--- config.mk ---
export PLATFORM = sky130hd
export DESIGN_NAME = fifo_sync
export DESIGN_NICKNAME = d
export VERILOG_FILES = /design/src/rtl/fifo_sync.sv
export SDC_FILE = /design/constraint.sdc
export NUM_CORES = 1
export LEC_CHECK = 0
export BUFFER_PORTS_ARGS = -buffer_cell sky130_fd_sc_hd__clkbuf_2
export CORE_MARGIN = 4
export CORE_UTILIZATION = 28
export CTS_CLUSTER_DIAMETER = 120
export CTS_CLUSTER_SIZE = 20
export DETAILED_ROUTE_END_ITERATION = 6
export GPL_TIMING_DRIVEN = 0
export SLEW_MARGIN = 20
export SYNTH_ARGS = -nofsm -noshare
export SYNTH_HDL_FRONTEND = slang
export SYNTH_SLANG_ARGS = --single-unit
export TNS_END_PERCENT = 1
--- constraint.sdc ---
create_clock -name clk -period 6.1 [get_ports clk]
set_input_delay 0.305 -clock clk [delete_from_list [all_inputs] [get_ports clk]]
set_output_delay 0.305 -clock clk [all_outputs]
set_load 0.01 [all_outputs]
--- src/rtl/fifo_sync.sv ---
// fifo_sync: single-clock FIFO with occupancy, thresholds, sticky errors and optional FWFT read
module fifo_sync #(
  parameter int DEPTH     = 8,
  parameter int WIDTH     = 32,
  parameter int AFULL_TH  = DEPTH - 2,
  parameter int AEMPTY_TH = 2,
  parameter int FWFT      = 0
) (
  input  logic                     clk,
  input  logic                     rst,
  input  logic                     wr_en,
  input  logic [WIDTH-1:0]         wr_data,
  input  logic                     rd_en,
  output logic [WIDTH-1:0]         rd_data,
  output logic                     rd_valid,
  output logic                     full,
  output logic                     empty,
  output logic                     almost_full,
  output logic                     almost_empty,
  output logic [$clog2(DEPTH):0]   count,
  output logic                     overflow,
  output logic                     underflow
);
  localparam int AW = $clog2(DEPTH);
  localparam int CW = AW + 1;
  logic [WIDTH-1:0] mem [DEPTH];
  logic [AW-1:0] wr_ptr, rd_ptr;
  logic wa, ra;
  assign full         = count == CW'(DEPTH);
  assign empty        = count == '0;
  assign almost_full  = count >= CW'(AFULL_TH);
  assign almost_empty = count <= CW'(AEMPTY_TH);
  assign wa = wr_en && !full;
  assign ra = rd_en && !empty;
  // storage array, intentionally not reset
  always_ff @(posedge clk)
    if (!rst && wa) mem[wr_ptr] <= wr_data;
  // pointers, occupancy and sticky error flags
  always_ff @(posedge clk)
    if (rst) begin
      wr_ptr    <= '0;
      rd_ptr    <= '0;
      count     <= '0;
      overflow  <= 1'b0;
      underflow <= 1'b0;
    end else begin
      wr_ptr    <= wa ? wr_ptr + AW'(1) : wr_ptr;
      rd_ptr    <= ra ? rd_ptr + AW'(1) : rd_ptr;
      count     <= count + CW'(wa) - CW'(ra);
      overflow  <= overflow | (wr_en && full);
      underflow <= underflow | (rd_en && empty);
    end
  generate
    if (FWFT != 0) begin : g_fwft
      assign rd_data  = mem[rd_ptr];
      assign rd_valid = !empty;
    end else begin : g_std
      // registered read: data lands the cycle after an accepted pop
      always_ff @(posedge clk)
        if (rst) begin
          rd_data  <= '0;
          rd_valid <= 1'b0;
        end else begin
          rd_data  <= ra ? mem[rd_ptr] : rd_data;
          rd_valid <= ra;
        end
    end
  endgenerate
endmodule
==> flow_metrics.py <==
metrics = {
    "status": {
        "status": "complete, no violations",
    },
    "logic_synthesis": {
        "netlist_instances": 707,
        "synth_area_per_cell_um2": 17.07,
        "synth_top_cells_by_area": "edfxtp_1, mux2i_1, dfxtp_1",
        "synth_top_area_share": 0.6371,
        "synth_nets": 754,
        "ys_seq_area_frac": 0.7118,
        "syn_area_mm2": 0.01207,
        "yosysWarnings": 0,
        "yosysUniqueCellTypes": 36,
        "synth_seq_cells": 301,
        "yosysTopAreaCell": "edfxtp_1",
    },
    "die": {
        "die_w_um": 215.6,
        "ioPinCount": 79,
        "initial_core_util": 0.2857,
        "core_mm2": 0.04223,
        "design.die.area_mm2": 0.04647,
        "chipHeight_um": 215.6,
        "rows": 75,
    },
    "cts": {
        "numCtsBuffers": 19,
        "cts_setup_buffers": 0,
        "cts_max_level": 1,
        "cts_tree": "built",
        "clk_pin_slew_ns": 0.08,
        "cts_root_buffer": "clkbuf_16",
        "cts_sinks": 301,
        "clockBufferDepth": 3,
        "insertion_delay_ns": 0.50,
        "cts_resized": 0,
        "hold_buffers": 0,
    },
    "final_layout": {
        "fin_nets": 873,
        "fillCellCount": 4039,
        "final_area_mm2": 0.01396,
        "area_growth_pct": 15.69,
        "drive_above_1_share": 0.2685,
    },
    "hold_path": {
        "hold_path.class": "input pin to flop",
    },
    "sta": {
        "tightestPinTransition_ns": 0.9165,
        "finalCritPeriodShare": 0.4445,
        "hold_violations": 0,
        "setup_viol": 0,
        "max_freq_ghz": 0.3688,
        "skew_ns": 0.01822,
        "finalCriticalPeriod_ns": 2.711,
        "finalSetupTns_ns": 0,
        "slew_violations": 0,
        "relSlewSlack": 0.3890,
        "rsz0062_at_grt": "no",
    },
    "setup_path": {
        "r2r_cells": 12,
        "rrSetupSlack_ns": 3.39,
        "cp-start-kind": "flop",
        "worstReg2RegStart": "count[2]$_SDFF_PP0_",
        "cp.required_ns": 6.47,
        "cp-end-kind": "flop",
        "arrival_ns": 3.08,
        "endpoint": "count[2]$_SDFF_PP0_",
        "reg2reg_to": "count[2]$_SDFF_PP0_",
        "crit_start": "count[2]$_SDFF_PP0_",
        "critPathMaxFanout": 10,
        "crit_type": "flop to flop",
    },
    "routing": {
        "drcViolationCount": 0,
        "wl_met3_um": 1257,
        "ant_nets": 0,
        "via_per_inst": 4.526,
        "top_layer": "met4",
        "vias": 6237,
        "firstDrtPassIters": 5,
        "first_iter_violations": 388,
        "wire_per_inst_um": 19.52,
        "wl_met1_um": 12340,
        "wl_met2_um": 12900,
        "routed_wl_um": 26900,
    },
    "grt": {
        "grt_start_max_net_pins": 22,
        "grt_overflow_total": 0,
        "grt_pass1_vias": 6408,
        "grt_pass1_wl_um": 40440,
        "grt_usage": 0.1127,
        "antenna_found_initial": 1,
    },
    "power": {
        "p_leak_nw": 4.635,
        "p_per_area_mw_per_mm2": 382.3,
        "irDropWorstVdd_mv": 0.2036,
    },
    "run": {
        "maxCapViolCount": 0,
    },
    "placement": {
        "routabilityCongestion": 0.7179,
        "post_dp_cell_area_mm2": 0.01341,
        "io_buffers": 78,
        "dp_hpwl_um": 18120,
    },
}
power by group:
part	internal (mW)	switching [mW]	total, mW
combinational	0.711	0.895	1.61
sequential	2.39	0.104	2.49
clock	0.595	0.647	1.24
metal layers:
metal,track usage,vias to the layer above
met2,0.1877,136
li1,-,2965
met4,0.01997,0
met5,0,-
met1,0.1585,3112
met3,0.01744,24
flip-flops by register name, summed over array words and instances, names as in the netlist:
signal / flops
mem: 256
rd_valid: 1
overflow: 1
wr_ptr: 3
count: 4
rd_ptr: 3
underflow: 1
rd_data: 32
cell usage in the layout (no fill, tap or decap), types with 2 or more instances in the layout:
master / n
buf_16: 4
clkbuf_2: 78
nand2_2: 2
nand3_1: 4
buf_8: 4
a22oi_1: 64
buf_12: 8
nor2_4: 32
dfxtp_1: 45
buf_2: 11
xnor2_1: 3
nor2_1: 17
inv_6: 2
ha_1: 10
buf_6: 5
clkbuf_16: 19
nor3_2: 36
mux2i_1: 128
nor2b_1: 4
clkbuf_1: 21
edfxtp_1: 256
nand2_1: 7
a21oi_1: 36
buf_4: 19
xor2_1: 3
inv_1: 7
how the worst min path moves through the flow:
stage                         startpoint                    to  slack (ns)  cells after the start
floorplan                     wr_data[0]   mem[0][0]$_DFFE_PP_        0.40                      0
global placement    underflow$_SDFF_PP0_  underflow$_SDFF_PP0_        0.46                      2
detailed placement  underflow$_SDFF_PP0_  underflow$_SDFF_PP0_        0.46                      2
CTS                          wr_data[13]  mem[2][13]$_DFFE_PP_        0.06                      1
global route                 wr_data[31]  mem[1][31]$_DFFE_PP_        0.06                      1
finish                       wr_data[31]  mem[1][31]$_DFFE_PP_        0.08                      1
logic make-up (layout without fill, tap and decap cells):
family,count (synthesis),after routing,share of synthesized area
and+or+nand+nor,108,108,0.07280
muxes,128,128,0.1062
xor gates and xnor gates,6,6,0.004356
DFF,301,301,0.7118
buffers and inverters,50,181,0.03598
other,0,1,0
adders and majority gates,11,11,0.01203
AOI/OAI and AO/OA,103,103,0.05683
area by class of cell:
| type | instances | area [um2] | area share |
|---|---|---|---|
| diodes | 1 | 2.502 | 0.0001793 |
| repair buffers | 98 | 620.6 | 0.04446 |
| plain buffers | 42 | 399.1 | 0.02859 |
| inverters | 8 | 35.03 | 0.002510 |
| clock inverters | 2 | 25.02 | 0.001793 |
| well taps | 539 | 674.4 | 0.04831 |
| flip-flops and latches | 301 | 8588 | 0.6153 |
| clock buffers | 31 | 520.5 | 0.03729 |
| multi-input cells | 356 | 3093 | 0.2216 |
metrics by stage:
step             util  power [mW]  worst slack, ns  hold WS, ns  cells
2_1_floorplan       -       3.701            2.334       0.4039    707
3_3_place_gp   0.3109       4.145          0.01729       0.4555   1324
3_5_place_dp   0.3176       4.174            3.374       0.4631   1344
4_1_cts        0.3305       5.414            3.365      0.06473   1377
5_1_grt        0.3305       5.627            3.225      0.06473   1378
6_report       0.3305       5.337            3.389      0.08381   1378
worst max-delay path, cell delays in order, from the launching register on:
cell,delay (ns)
dfxtp_1,0.34
inv_1,0.13
ha_1,0.17
or3b_4,0.44
nand2_8,0.15
inv_6,0.08
buf_8,0.18
ha_1,0.28
inv_1,0.04
ha_1,0.19
fa_1,0.38
xnor2_1,0.16
nor2_1,0.05
synthesized netlist by cell type:
library cell	n
nor2_1	21
inv_1	7
clkbuf_1	9
nand3b_1	1
buf_6	5
or3_1	1
nor2_4	28
nand2_1	7
buf_2	11
nor2b_1	4
or3b_4	1
buf_1	1
xor2_1	3
nand2_2	2
nand3_1	4
mux2i_1	128
inv_6	1
buf_12	8
a21oi_2	1
a21o_1	1
nor3_1	4
ha_1	10
buf_8	4
a21oi_1	36
fa_1	1
nand2_8	1
buf_4	3
nor3_2	32
a22o_1	1
clkbuf_4	1
and2_1	1
edfxtp_1	256
a22oi_1	64
dfxtp_1	45
or3b_1	1
xnor2_1	3
Note: power is estimated with default switching activity, not from simulation.
